<file path="src/rtl/write_back_pkg.sv">
// Shared definitions for the write-back stage: write-flag bit positions and FSM state encodings.
package write_back_pkg;

   localparam int WF_BITS = 6;

   localparam int WF_GPR_WE = 0;
   localparam int WF_FPR_WE = 1;
   localparam int WF_LOAD   = 2;
   localparam int WF_STORE  = 3;
   localparam int WF_IN     = 4;
   localparam int WF_OUT    = 5;

   typedef enum logic [2:0] {
      ST_IDLE     = 3'd0,
      ST_WAIT_R   = 3'd1,
      ST_WAIT_B   = 3'd2,
      ST_WAIT_IN  = 3'd3,
      ST_WAIT_OUT = 3'd4,
      ST_COMMIT   = 3'd5
   } wb_state_t;

endpackage

</file>
<file path="src/rtl/write_back.sv">
// Final pipeline stage: waits for the memory/UART transaction started by execute,
// then commits the selected result to the GPR/FPR file and loads the PC.
module write_back
   import write_back_pkg::*;
#(
   parameter int INSTR_ADDR_WIDTH = 14,
   parameter int WF_WIDTH         = WF_BITS
)(
   input  logic                        clk,
   input  logic                        rst_n,
   input  logic                        w_valid,
   input  logic [INSTR_ADDR_WIDTH-1:0] W_pc_incr,
   input  logic                        W_jmp_en,
   input  logic [INSTR_ADDR_WIDTH-1:0] W_jmp_addr,
   input  logic [4:0]                  W_rd_addr,
   input  logic [WF_WIDTH-1:0]         W_write_flags,
   input  logic [31:0]                 W_rd,
   input  logic                        AXI_RVALID,
   input  logic                        AXI_RREADY,
   input  logic [31:0]                 AXI_RDATA,
   input  logic                        AXI_BVALID,
   input  logic                        AXI_BREADY,
   input  logic                        UART_INPUT_TVALID,
   input  logic                        UART_INPUT_TREADY,
   input  logic [7:0]                  UART_INPUT_TDATA,
   input  logic                        UART_OUTPUT_TVALID,
   input  logic                        UART_OUTPUT_TREADY,
   output logic                        gpr_we,
   output logic                        fpr_we,
   output logic [4:0]                  rf_waddr,
   output logic [31:0]                 rf_wdata,
   output logic                        pc_we,
   output logic [INSTR_ADDR_WIDTH-1:0] next_pc,
   output logic                        wb_done,
   output logic                        busy
);

   wb_state_t                   r_state;
   wb_state_t                   w_state_next;
   logic [4:0]                  r_rd_addr;
   logic [WF_WIDTH-1:0]         r_flags;
   logic [31:0]                 r_data;
   logic [31:0]                 w_data_next;
   logic [INSTR_ADDR_WIDTH-1:0] r_pc;

   logic                        r_gpr_we, r_fpr_we, r_pc_we, r_wb_done;
   logic [4:0]                  r_rf_waddr;
   logic [31:0]                 r_rf_wdata;
   logic [INSTR_ADDR_WIDTH-1:0] r_next_pc;

   logic                        w_gpr_we_next, w_fpr_we_next, w_commit;

   logic w_hs_r, w_hs_b, w_hs_in, w_hs_out, w_accept;
   assign w_hs_r   = AXI_RVALID & AXI_RREADY;
   assign w_hs_b   = AXI_BVALID & AXI_BREADY;
   assign w_hs_in  = UART_INPUT_TVALID & UART_INPUT_TREADY;
   assign w_hs_out = UART_OUTPUT_TVALID & UART_OUTPUT_TREADY;
   assign w_accept = (r_state == ST_IDLE) && w_valid;

   // State register
   always_ff @(posedge clk) begin
      if (!rst_n) r_state <= ST_IDLE;
      else        r_state <= w_state_next;
   end

   // Next-state logic; a handshake seen together with w_valid skips the wait state
   always_comb begin
      w_state_next = r_state;
      unique case (r_state)
         ST_IDLE: begin
            if (w_valid) begin
               if (W_write_flags[WF_LOAD])
                  w_state_next = w_hs_r ? ST_COMMIT : ST_WAIT_R;
               else if (W_write_flags[WF_STORE])
                  w_state_next = w_hs_b ? ST_COMMIT : ST_WAIT_B;
               else if (W_write_flags[WF_IN])
                  w_state_next = w_hs_in ? ST_COMMIT : ST_WAIT_IN;
               else if (W_write_flags[WF_OUT])
                  w_state_next = w_hs_out ? ST_COMMIT : ST_WAIT_OUT;
               else
                  w_state_next = ST_COMMIT;
            end
         end
         ST_WAIT_R:   if (w_hs_r)   w_state_next = ST_COMMIT;
         ST_WAIT_B:   if (w_hs_b)   w_state_next = ST_COMMIT;
         ST_WAIT_IN:  if (w_hs_in)  w_state_next = ST_COMMIT;
         ST_WAIT_OUT: if (w_hs_out) w_state_next = ST_COMMIT;
         ST_COMMIT:   w_state_next = ST_IDLE;
         default:     w_state_next = ST_IDLE;
      endcase
   end

   // Data select: execute result, load data or received UART byte
   always_comb begin
      w_data_next = r_data;
      if (w_accept) begin
         if (W_write_flags[WF_LOAD]) begin
            w_data_next = w_hs_r ? AXI_RDATA : W_rd;
         end else if (!W_write_flags[WF_STORE] && W_write_flags[WF_IN] && w_hs_in) begin
            w_data_next = {24'b0, UART_INPUT_TDATA};
         end else begin
            w_data_next = W_rd;
         end
      end else if (r_state == ST_WAIT_R && w_hs_r) begin
         w_data_next = AXI_RDATA;
      end else if (r_state == ST_WAIT_IN && w_hs_in) begin
         w_data_next = {24'b0, UART_INPUT_TDATA};
      end
   end

   // Output logic; GPR wins when both write flags are set, x0 is never written
   always_comb begin
      w_commit      = (r_state == ST_COMMIT);
      w_gpr_we_next = w_commit && r_flags[WF_GPR_WE] && (r_rd_addr != 5'd0);
      w_fpr_we_next = w_commit && r_flags[WF_FPR_WE] && !r_flags[WF_GPR_WE];
   end

   always_ff @(posedge clk) begin
      if (!rst_n) begin
         r_rd_addr  <= '0;
         r_flags    <= '0;
         r_data     <= '0;
         r_pc       <= '0;
         r_gpr_we   <= 1'b0;
         r_fpr_we   <= 1'b0;
         r_pc_we    <= 1'b0;
         r_wb_done  <= 1'b0;
         r_rf_waddr <= '0;
         r_rf_wdata <= '0;
         r_next_pc  <= '0;
      end else begin
         r_data    <= w_data_next;
         if (w_accept) begin
            r_rd_addr <= W_rd_addr;
            r_flags   <= W_write_flags;
            r_pc      <= W_jmp_en ? W_jmp_addr : W_pc_incr;
         end
         r_gpr_we  <= w_gpr_we_next;
         r_fpr_we  <= w_fpr_we_next;
         r_pc_we   <= w_commit;
         r_wb_done <= w_commit;
         if (w_commit) begin
            r_rf_waddr <= r_rd_addr;
            r_rf_wdata <= r_data;
            r_next_pc  <= r_pc;
         end
      end
   end

   // A new instruction while busy is dropped; flag it in simulation
   assert property (@(posedge clk) disable iff (!rst_n) !(w_valid && (r_state != ST_IDLE)));

   assign gpr_we   = r_gpr_we;
   assign fpr_we   = r_fpr_we;
   assign rf_waddr = r_rf_waddr;
   assign rf_wdata = r_rf_wdata;
   assign pc_we    = r_pc_we;
   assign next_pc  = r_next_pc;
   assign wb_done  = r_wb_done;
   assign busy     = (r_state != ST_IDLE);

endmodule
</file>
<file path="config.mk">
export PLATFORM = sky130hd
export DESIGN_NAME = write_back
export DESIGN_NICKNAME = d
export VERILOG_FILES = /design/src/rtl/write_back_pkg.sv /design/src/rtl/write_back.sv
export SDC_FILE = /design/constraint.sdc
export NUM_CORES = 1
export LEC_CHECK = 0
export ABC_AREA = 1
export BUFFER_PORTS_ARGS = -buffer_cell sky130_fd_sc_hd__buf_2
export CORE_MARGIN = 2
export CORE_UTILIZATION = 50
export CTS_BUF_LIST = sky130_fd_sc_hd__clkbuf_4 sky130_fd_sc_hd__clkbuf_8
export DETAILED_ROUTE_END_ITERATION = 12
export PLACE_DENSITY = 0.91
export SLEW_MARGIN = 5
export SYNTH_ARGS = -nofsm -noshare
export SYNTH_HDL_FRONTEND = slang
export SYNTH_SLANG_ARGS = --single-unit
</file>
<file path="constraint.sdc">
create_clock -name clk -period 1.5 [get_ports clk]
set_input_delay 0.3 -clock clk [delete_from_list [all_inputs] [get_ports clk]]
set_output_delay 0.3 -clock clk [all_outputs]
set_load 0.02 [all_outputs]
</file>
==> run metrics <==
die area 0.0108 mm²; CTS buffer count 9; clock skew 15.0 ps; fin nets 1006; worst hold endpoint r_pc[4]$_SDFFE_PN0P_; hold_buf cts 0; largest net degree at the start of global routing 51; beginning of the worst hold path W_pc_incr[4]; Worst Hold Class in2reg; worst reg-to-reg path cell count 8; Hold Vio Cnt, Final 0; unrepaired setup endpoints after global routing yes; most common cell in the netlist dfxtp_1; met3 usage 3.15%; cells along the critical path nor2_4 > nand2_2 > buf_2; WP data required 1200 ps; Yosys warning count 0; kind of critical path reg2out; vias in the first global route 4577; register area share after synthesis 44.3%; Root Buffer clkbuf_8; DRC 0; crit-path max FO 4; Lkg Pwr 3.20 nW; final std cells w/o fill 1021; Synth Flop Type dfxtp_1; syn avg cell area 6.98 µm²; synthesized area 0.00497 mm²; DP Area 0.00608 mm²; GRT overflow 0; Slew @ Worst Pin 406 ps; CTS tree done; post-synth top area share 44.3%; starting density of the core 51.1%; Yosys top cell by area dfxtp_1; flop2flop setup slack 80 ps; Critical Path Sink Type primary output; # Max-Cap Violations 0; Setup WS pre-CTS 0.921 ps; met1 usage 31.4%; Worst slew margin 72.9%; layout cells sized above 1 27.1%; standard-cell row count 36; Critical-path top delay cell dfxtp_2; top cell types by occurrence after synthesis 110 x dfxtp_1, 97 x nand2_1, 95 x nand3_1, 88 x a21oi_1, 84 x inv_1; DP HPWL 9.42 mm; CP Launch Type flip-flop; largest cells by area after synthesis dfxtp_1 44%, nand3_1 9.6%, a21oi_1 8.9%; # H-tree levels 3; Core Region 0.00973 mm²; Post-synth ARST share 0%; critical path arrival 1130 ps; delay-heaviest family, CP flip-flops; P per Cell Area 1540 mW/mm²; I/O pin count 179; placed instance count 1004; FF+latch count, synth 110; area grow syn2layout 27.4%; Final setup viols 0; Total Routing Usage GR 23.5%; ant diodes 0; Port Buffer Count 178; WL final 13.1 mm; status complete, no violations; number of synthesized flops with an enable pin 0; number of routed nets with antenna violations 0; DRT iter0 DRCs 328; reg2reg end r_data[3]$_SDFFE_PN0P_; fin crit period 1430 ps; post-synthesis cell type count 20; Design Area, Final 0.00634 mm²; fin crit share 95.4%; Routability Congestion 0.910; Synthesized Nets 836; Vias/cell 5.06; Slew Limit Fails 0; Chip Width 104 µm; final worst setup slack 69.4 ps; hold slack final 224 ps; clk sinks 110; hold path cells 3; die height 104 µm; GRT busiest layer met2; 1st-pass router iterations 5; reg2reg start r_state[0]$_SDFFE_PN0P_; fmax 0.699 GHz; Worst path max stage delay 360 ps; Worst-Skew Late Latency 360 ps; Peak VDD IR 1.29 mV; number of buffers and inverters on the critical path 1; Routed wire per std cell 12.8 µm; first-pass GRT wire length 21.0 mm; routed vias 5171; Synth Instances 713; grt met2 use 39.5%; initial antenna violation count 0; clock-pin slew on the worst setup and hold paths 110 ps; Max clock buf depth 2
power by group:
part	internal (mW)	switching [mW]
Sequential	3.72	0.334
Combinational	1.47	2.53
Clock	0.711	0.999
Total	5.90	3.86
placed cells by master (no fill, tap or decap):
cell,instances
a21oi_1,88
a311oi_1,1
buf_12,6
buf_2,178
buf_4,16
buf_6,4
clkbuf_8,11
clkinv_2,1
clkinv_4,1
clkinvlp_4,3
dfxtp_1,107
dfxtp_2,3
inv_1,83
inv_2,3
inv_6,2
inv_8,1
mux2i_1,14
nand2_1,95
nand2_2,2
nand3_1,94
nand3_2,1
nand3_4,2
nor2_1,81
nor2_2,5
nor2_4,1
nor3_1,4
nor3_2,1
o21ai_0,80
cell type report:
cell class / instances / area [µm²]
inverters: 89 / 348
multi-input cells: 469 / 2250
fillers: 891 / 3390
repair buffers: 204 / 1180
flip-flops and latches: 110 / 2210
clock buffers: 11 / 151
well taps: 133 / 166
clock inverters: 5 / 40.0
logic make-up (layout without fill, tap and decap cells):
logic type             after synthesis  in the layout  synth area share [%]
AOI/OAI and AO/OA                  169            169                  17.1
buffers and inverters              134            309                  11.0
DFF                                110            110                  44.3
muxes                               14             14                  2.82
and+or+nand+nor                    286            286                  24.8
worst register-to-register path, cell delays in order (launching register included):
cell,delay [ps]
dfxtp_2,390
inv_2,70
nor2_2,120
nand3_2,160
nand3_4,150
buf_6,190
nand2_1,70
nor2_1,90
a21oi_1,80
state kept, by name (all words and copies together), names as in the netlist:
name	cells
r_state	3
rf_wdata	32
r_rd_addr	5
wb_done	1
rf_waddr	5
fpr_we	1
r_flags	2
gpr_we	1
r_pc	14
next_pc	14
r_data	32
through the flow:
| step | power [mW] | setup TNS [ps] | util [%] |
|---|---|---|---|
| after floorplan | 6.73 | 0 | - |
| after global placement | 7.83 | 0 | 62.5 |
| after detailed placement | 7.97 | 0 | 62.5 |
| after CTS | 9.69 | 0 | 64.6 |
| after global routing | 10.5 | -114 | 65.1 |
| final | 9.77 | 0 | 65.1 |
worst max-delay path by stage:
stage / cells past startpoint / slack [ps] / from / to
after floorplan: 9 / 170 / r_state[0]$_SDFFE_PN0P_ / r_data[11]$_SDFFE_PN0P_
after global placement: 7 / 70 / r_state[0]$_SDFFE_PN0P_ / rf_wdata[22]$_SDFFE_PN0N_
after detailed placement: 9 / 0.9 / AXI_RVALID / r_data[26]$_SDFFE_PN0P_
after CTS: 8 / 6 / r_state[0]$_SDFFE_PN0P_ / r_data[3]$_SDFFE_PN0P_
after global routing: 8 / -20 / r_state[0]$_SDFFE_PN0P_ / r_data[4]$_SDFFE_PN0P_
final: 3 / 70 / r_state[0]$_SDFFE_PN0P_ / busy
what timing repair did:
item,CTS,global route
gates resized for setup,1,18
setup endpoints to repair,2,57
pin swaps,1,1
setup buffers,1,0
per-layer routing:
metal	vias up	wire [µm]	share of wire, %
met5	-	0	0
met4	0	263	2.0
met3	25	881	6.7
met2	236	6260	48
met1	2256	5720	44
li1	2654	-	-
(Power assumes the default switching activity.)
